File: config.mk
export PLATFORM = sky130hd
export DESIGN_NAME = pwm_multi
export DESIGN_NICKNAME = d
export VERILOG_FILES = /design/src/rtl/pwm_pkg.sv /design/src/rtl/pwm_timebase.sv /design/src/rtl/pwm_multi.sv
export SDC_FILE = /design/constraint.sdc
export NUM_CORES = 1
export LEC_CHECK = 0
export CORE_UTILIZATION = 60
export CTS_CLUSTER_DIAMETER = 100
export DETAILED_ROUTE_END_ITERATION = 7
export PLACE_DENSITY = 0.8
export SETUP_SLACK_MARGIN = 0.05
export SYNTH_ARGS = -nofsm -noshare
export SYNTH_HDL_FRONTEND = slang
export SYNTH_SLANG_ARGS = --single-unit
export TNS_END_PERCENT = 100
File: constraint.sdc
create_clock -name clk -period 3.8 [get_ports clk]
set_clock_uncertainty 0.05 [all_clocks]
set_input_delay 0.76 -clock clk [delete_from_list [all_inputs] [get_ports clk]]
set_output_delay 0.76 -clock clk [all_outputs]
set_load 0.01 [all_outputs]
File: src/rtl/pwm_pkg.sv
// Shared types for the multi-channel PWM core: counting mode and count direction.
package pwm_pkg;

  typedef enum logic {
    PWM_EDGE   = 1'b0,
    PWM_CENTER = 1'b1
  } pwm_mode_e;

  typedef enum logic {
    DIR_UP = 1'b0,
    DIR_DN = 1'b1
  } pwm_dir_e;

endpackage

File: src/rtl/pwm_timebase.sv
// Shared prescaler plus edge (up) / centre (up-down) duty counter.
// Latency: count, tick and boundary are valid in the cycle they are used; no backpressure.
module pwm_timebase
  import pwm_pkg::*;
#(
  parameter int R = 10,
  parameter int P = 16
) (
  input  logic         clk,
  input  logic         reset,
  input  logic         en,
  input  logic [P-1:0] dvsr,
  input  pwm_mode_e    mode_act,
  output logic [R-1:0] count,
  output logic         tick,
  output logic         boundary
);

  localparam logic [R-1:0] CNT_MAX = '1;

  logic [P-1:0] q_q, q_d;
  logic [R-1:0] cnt_q, cnt_d, cnt_step;
  pwm_dir_e     dir_q, dir_d;

  assign tick = en && (q_q == dvsr);

  // Direction is already DN while sitting at the top, so +1 never wraps in centre mode.
  always_comb begin
    cnt_step = cnt_q + R'(1);
    if (mode_act == PWM_CENTER && dir_q == DIR_DN) cnt_step = cnt_q - R'(1);
  end

  assign boundary = tick && (cnt_step == '0);

  always_comb begin
    q_d   = q_q + P'(1);
    cnt_d = cnt_q;
    dir_d = dir_q;
    if (!en) begin
      q_d   = '0;
      cnt_d = '0;
      dir_d = DIR_UP;
    end else if (tick) begin
      q_d   = '0;
      cnt_d = cnt_step;
      if (boundary) dir_d = DIR_UP;
      else if (mode_act == PWM_CENTER && cnt_step == CNT_MAX) dir_d = DIR_DN;
    end
  end

  always_ff @(posedge clk) begin
    if (reset) begin
      q_q   <= '0;
      cnt_q <= '0;
      dir_q <= DIR_UP;
    end else begin
      q_q   <= q_d;
      cnt_q <= cnt_d;
      dir_q <= dir_d;
    end
  end

  assign count = cnt_q;

endmodule

File: src/rtl/pwm_multi.sv
// Multi-channel PWM with double-buffered duty registers swapped at each period boundary.
// Latency: pwm_out and period_tick are registered, 1 clk after the count change; no backpressure.
module pwm_multi
  import pwm_pkg::*;
#(
  parameter int W = 6,
  parameter int R = 10,
  parameter int P = 16
) (
  input  logic                 clk,
  input  logic                 reset,
  input  logic                 en,
  input  logic [P-1:0]         dvsr,
  input  logic                 mode,
  input  logic                 wr_en,
  input  logic [$clog2(W)-1:0] wr_ch,
  input  logic [R:0]           wr_duty,
  output logic [W-1:0]         pwm_out,
  output logic                 period_tick
);

  localparam int CW = $clog2(W);

  logic [R-1:0]      cnt;
  logic              tick;
  logic              boundary;
  logic              load_act;
  pwm_mode_e         mode_act_q, mode_act_d;
  logic [W-1:0]      pwm_q, pwm_d;
  logic              tick_q;
  logic [W-1:0][R:0] duty_buf;
  logic [W-1:0][R:0] duty_act;

  pwm_timebase #(
    .R(R),
    .P(P)
  ) u_timebase (
    .clk      (clk),
    .reset    (reset),
    .en       (en),
    .dvsr     (dvsr),
    .mode_act (mode_act_q),
    .count    (cnt),
    .tick     (tick),
    .boundary (boundary)
  );

  // While disabled the active set tracks the staged set so a restart uses fresh values.
  assign load_act   = !en || (tick && boundary);
  assign mode_act_d = load_act ? pwm_mode_e'(mode) : mode_act_q;

  for (genvar i = 0; i < W; i++) begin : g_ch
    logic [R:0] buf_q, act_q;

    always_ff @(posedge clk) begin
      if (reset) begin
        buf_q <= '0;
        act_q <= '0;
      end else begin
        if (wr_en && wr_ch == CW'(i)) buf_q <= wr_duty;
        if (load_act) act_q <= duty_buf[i];
      end
    end

    assign duty_buf[i] = buf_q;
    assign duty_act[i] = act_q;
    assign pwm_d[i]    = en && ({1'b0, cnt} < duty_act[i]);
  end

  always_ff @(posedge clk) begin
    if (reset) begin
      mode_act_q <= PWM_EDGE;
      pwm_q      <= '0;
      tick_q     <= 1'b0;
    end else begin
      mode_act_q <= mode_act_d;
      pwm_q      <= pwm_d;
      tick_q     <= boundary;
    end
  end

  assign pwm_out     = pwm_q;
  assign period_tick = tick_q;

endmodule

==> flow_summary.ini <==
[floorplanning]
top_level_ports = 42
initial_core_util = 0.615
die-height_um = 118
core_region_area_um2 = 13200
total_number_of_placement_rows = 42
die-width_um = 118
die_area_um2 = 14000

[logic_synthesis]
number_of_enable_flip_flop_cells_after_synthesis = 0
synth-main-ff-cell = dfxtp_1
most_common_cell_in_the_netlist = dfxtp_1
synth_warnings = 0
synth_largest_area_cell = dfxtp_1
synth_nets = 992
synth.avg_cell_area_um2 = 9.03
async_reset_ff_frac = 0
syn_std_cell_area_um2 = 8110
unique_cell_type_count_in_the_yosys_netlist = 60
postSynthRegisterBits = 167
synth_area_leaders = dfxtp_1, ha_1, a32o_2, nand2_1, a21oi_1
synth.top_cells.by_count = dfxtp_1, nand2_1, a21oi_1, inv_1, a32o_2
synth_sequential_area_ratio = 0.412
yosysTopAreaCellShare = 0.412
syn_inst = 898

[setup_path]
setup.worst_path.start_class = input pin
path_cells = clkdlybuf4s50_1 -> xor2_1 -> or4_1 -> or4b_4 -> nor4_4 -> nand4b_2 -> o41ai_4 -> buf_4 -> a32o_2
worst-endpoint-required_ns = 4.12
worst_path_max_delay_cell = or4_1
cpPeakStageDelay_ns = 0.52
critical_path.endpoint_type = register
setup_cp_type = in -> reg
critical_path_peak_fanout = 20
worst_ep_arrival_time_ns = 3.72

[layout]
layout.nets = 1015
insertedDiodeCount = 0
post-route-cell-area_um2 = 9140
final_cells = 1108
post_route_cells_drive_above_1_share = 0.128
nFillCells = 1078
areaGrowthSynthToFinish_pct = 12.7

[place]
gp_congestion = 0.828
post_placement_setup_slack_ns = -0.00993
placedCellCount = 1078
detailed_placer_s_ending_hpwl_um = 12600
postPlaceCellArea_um2 = 8570
placement.io_buffers = 41

[clock_tree]
insertion_delay_ns = 0.42
cts-root-buf = clkbuf_16
clockBufferDepth = 2
htreeDepth = 4
cts_hold_repair.buffers = 0
cts.sinks = 167
clk_transition_reported_paths_ns = 0.06
tritoncts = built
cts_repair_resize_count = 0
cts_made_buffers = 17
post_cts.repair.setup_buffers = 0

[route]
drt-initial-drc-count = 468
wl_met1_um = 8570
totalWireLength_um = 19800
ant_nets = 0
drc = 0
dr_total_vias = 6584
avgViaCountPerCell = 5.94
dr_wl_met3_um = 1300
total_iterations_of_the_first_detailed_routing_run = 7
highest-signal-layer = met4
drt-wirelength-per-cell_um = 17.9
routed_length_on_met2_um = 9480

[sta]
postLayoutSetupSlackWorst_ns = 0.396
max_slew_margin = 0.434
max_slew.worst_pin.slew_ns = 0.849
final.min_clock_period_ns = 3.40
timing.setup.tns_ns = 0
layout_worst_path_cycle_share = 0.896
final-setup-viol-count = 0
finalHoldWorstSlack_ns = 0.406
drv_slew = 0
fmax_mhz = 294
hold_viol = 0
rsz0062_at_grt = false

[global_routing]
globalRouteOverflowTotal = 0
pin_count_of_the_biggest_net_entering_global_routing = 81
number_of_global_route_vias_before_repair = 6232
grt_first_pass_wirelength_um = 31900
grt_util_all_layers = 0.295
antenna_found_initial = 0

[power]
power_leakage_uw = 0.00355
cellPowerDensity_nw_per_um2 = 401
max-vdd-ir-drop_v = 0.000381

[worst_hold_path]
min-delay-path-class = reg -> reg

[flow_run]
maxCapViolCount = 0

[run_status]
status = finished clean
layout by cell type, fill, tap and decap left out, types with 4 or more instances in the layout:
master	Yosys	final
a2111oi_0	6	6
a211oi_1	5	5
a21boi_0	4	4
a21o_1	16	16
a21oi_1	74	74
a32o_2	60	60
and3_1	9	9
buf_4	4	17
clkbuf_16	0	17
clkdlybuf4s50_1	0	40
dfxtp_1	167	167
ha_1	59	59
inv_1	67	67
nand2_1	159	159
nand2b_1	8	8
nand3_1	11	11
nand4_1	7	7
nand4b_1	5	5
nor2_1	46	46
nor3_1	5	5
nor4_1	5	4
o2111ai_1	4	4
o211ai_1	6	6
o21a_1	4	4
o21ai_0	15	15
o311ai_0	4	4
o32a_1	5	5
or4_1	6	6
xnor2_1	31	31
xor2_1	12	12
flip-flops by register name (all words and copies together) (netlist names):
name              flops
g_ch.act_q           66
g_ch.buf_q           66
mode_act_q            1
period_tick           1
pwm_out               6
u_timebase.count     10
u_timebase.dir_q      1
u_timebase.q_q       16
where the power goes:
group / switching, µW / leakage, µW / internal [µW]
clock: 696 / 0.000269 / 982
combinational: 120 / 0.00193 / 79.3
sequential: 14.1 / 0.00135 / 1780
metal layers:
layer  vias up  track usage
li1       3218            -
met1      3103        0.380
met2       227        0.492
met3        36       0.0526
met4         0        0.108
met5         -            0
layout make-up:
type                       instances  area [µm²]  area share
clock buffer                      20         447      0.0489
clock inverter                    10         119      0.0130
inverter                          67         251      0.0275
multi-input combinational        608        4180       0.458
sequential                       167        3340       0.366
tap                              176         220      0.0241
timing repair buffer              60         573      0.0627
critical path: cells and delay by family:
kind,cells,cell delay (ns)
XOR/XNOR,1,0.17
AO/OA/AOI/OAI,2,0.49
AND/OR/NAND/NOR,4,1.54
buffers and inverters,2,0.75
path summary, 6_finish.rpt:
check | start | cells after the start | endpoint | slack, ns
min reg2reg | g_ch[5].buf_q[9]$_SDFFE_PP0P_ | 2 | g_ch[5].buf_q[9]$_SDFFE_PP0P_ | 0.41
min | g_ch[5].buf_q[9]$_SDFFE_PP0P_ | 2 | g_ch[5].buf_q[9]$_SDFFE_PP0P_ | 0.41
max | dvsr[12] | 9 | g_ch[3].act_q[7]$_SDFFE_PP0P_ | 0.40
max reg2reg | mode_act_q$_SDFFE_PP0P_ | 11 | g_ch[4].act_q[5]$_SDFFE_PP0P_ | 0.43
per-stage QoR:
step / power, µW / utilization
6_report: 3670 / 0.693
5_1_grt: 3770 / 0.693
3_3_place_gp: 2020 / 0.650
4_1_cts: 3680 / 0.693
2_1_floorplan: 1940 / -
3_5_place_dp: 2030 / 0.650
cells by family after synthesis:
| logic type | share of synthesized area |
|---|---|
| simple gates | 0.164 |
| compound gates | 0.210 |
| flops | 0.412 |
| buf+inv | 0.0737 |
| fa+ha+maj | 0.0910 |
| xor+xnor | 0.0464 |
| mux | 0.00262 |
(Power assumes the default switching activity.)
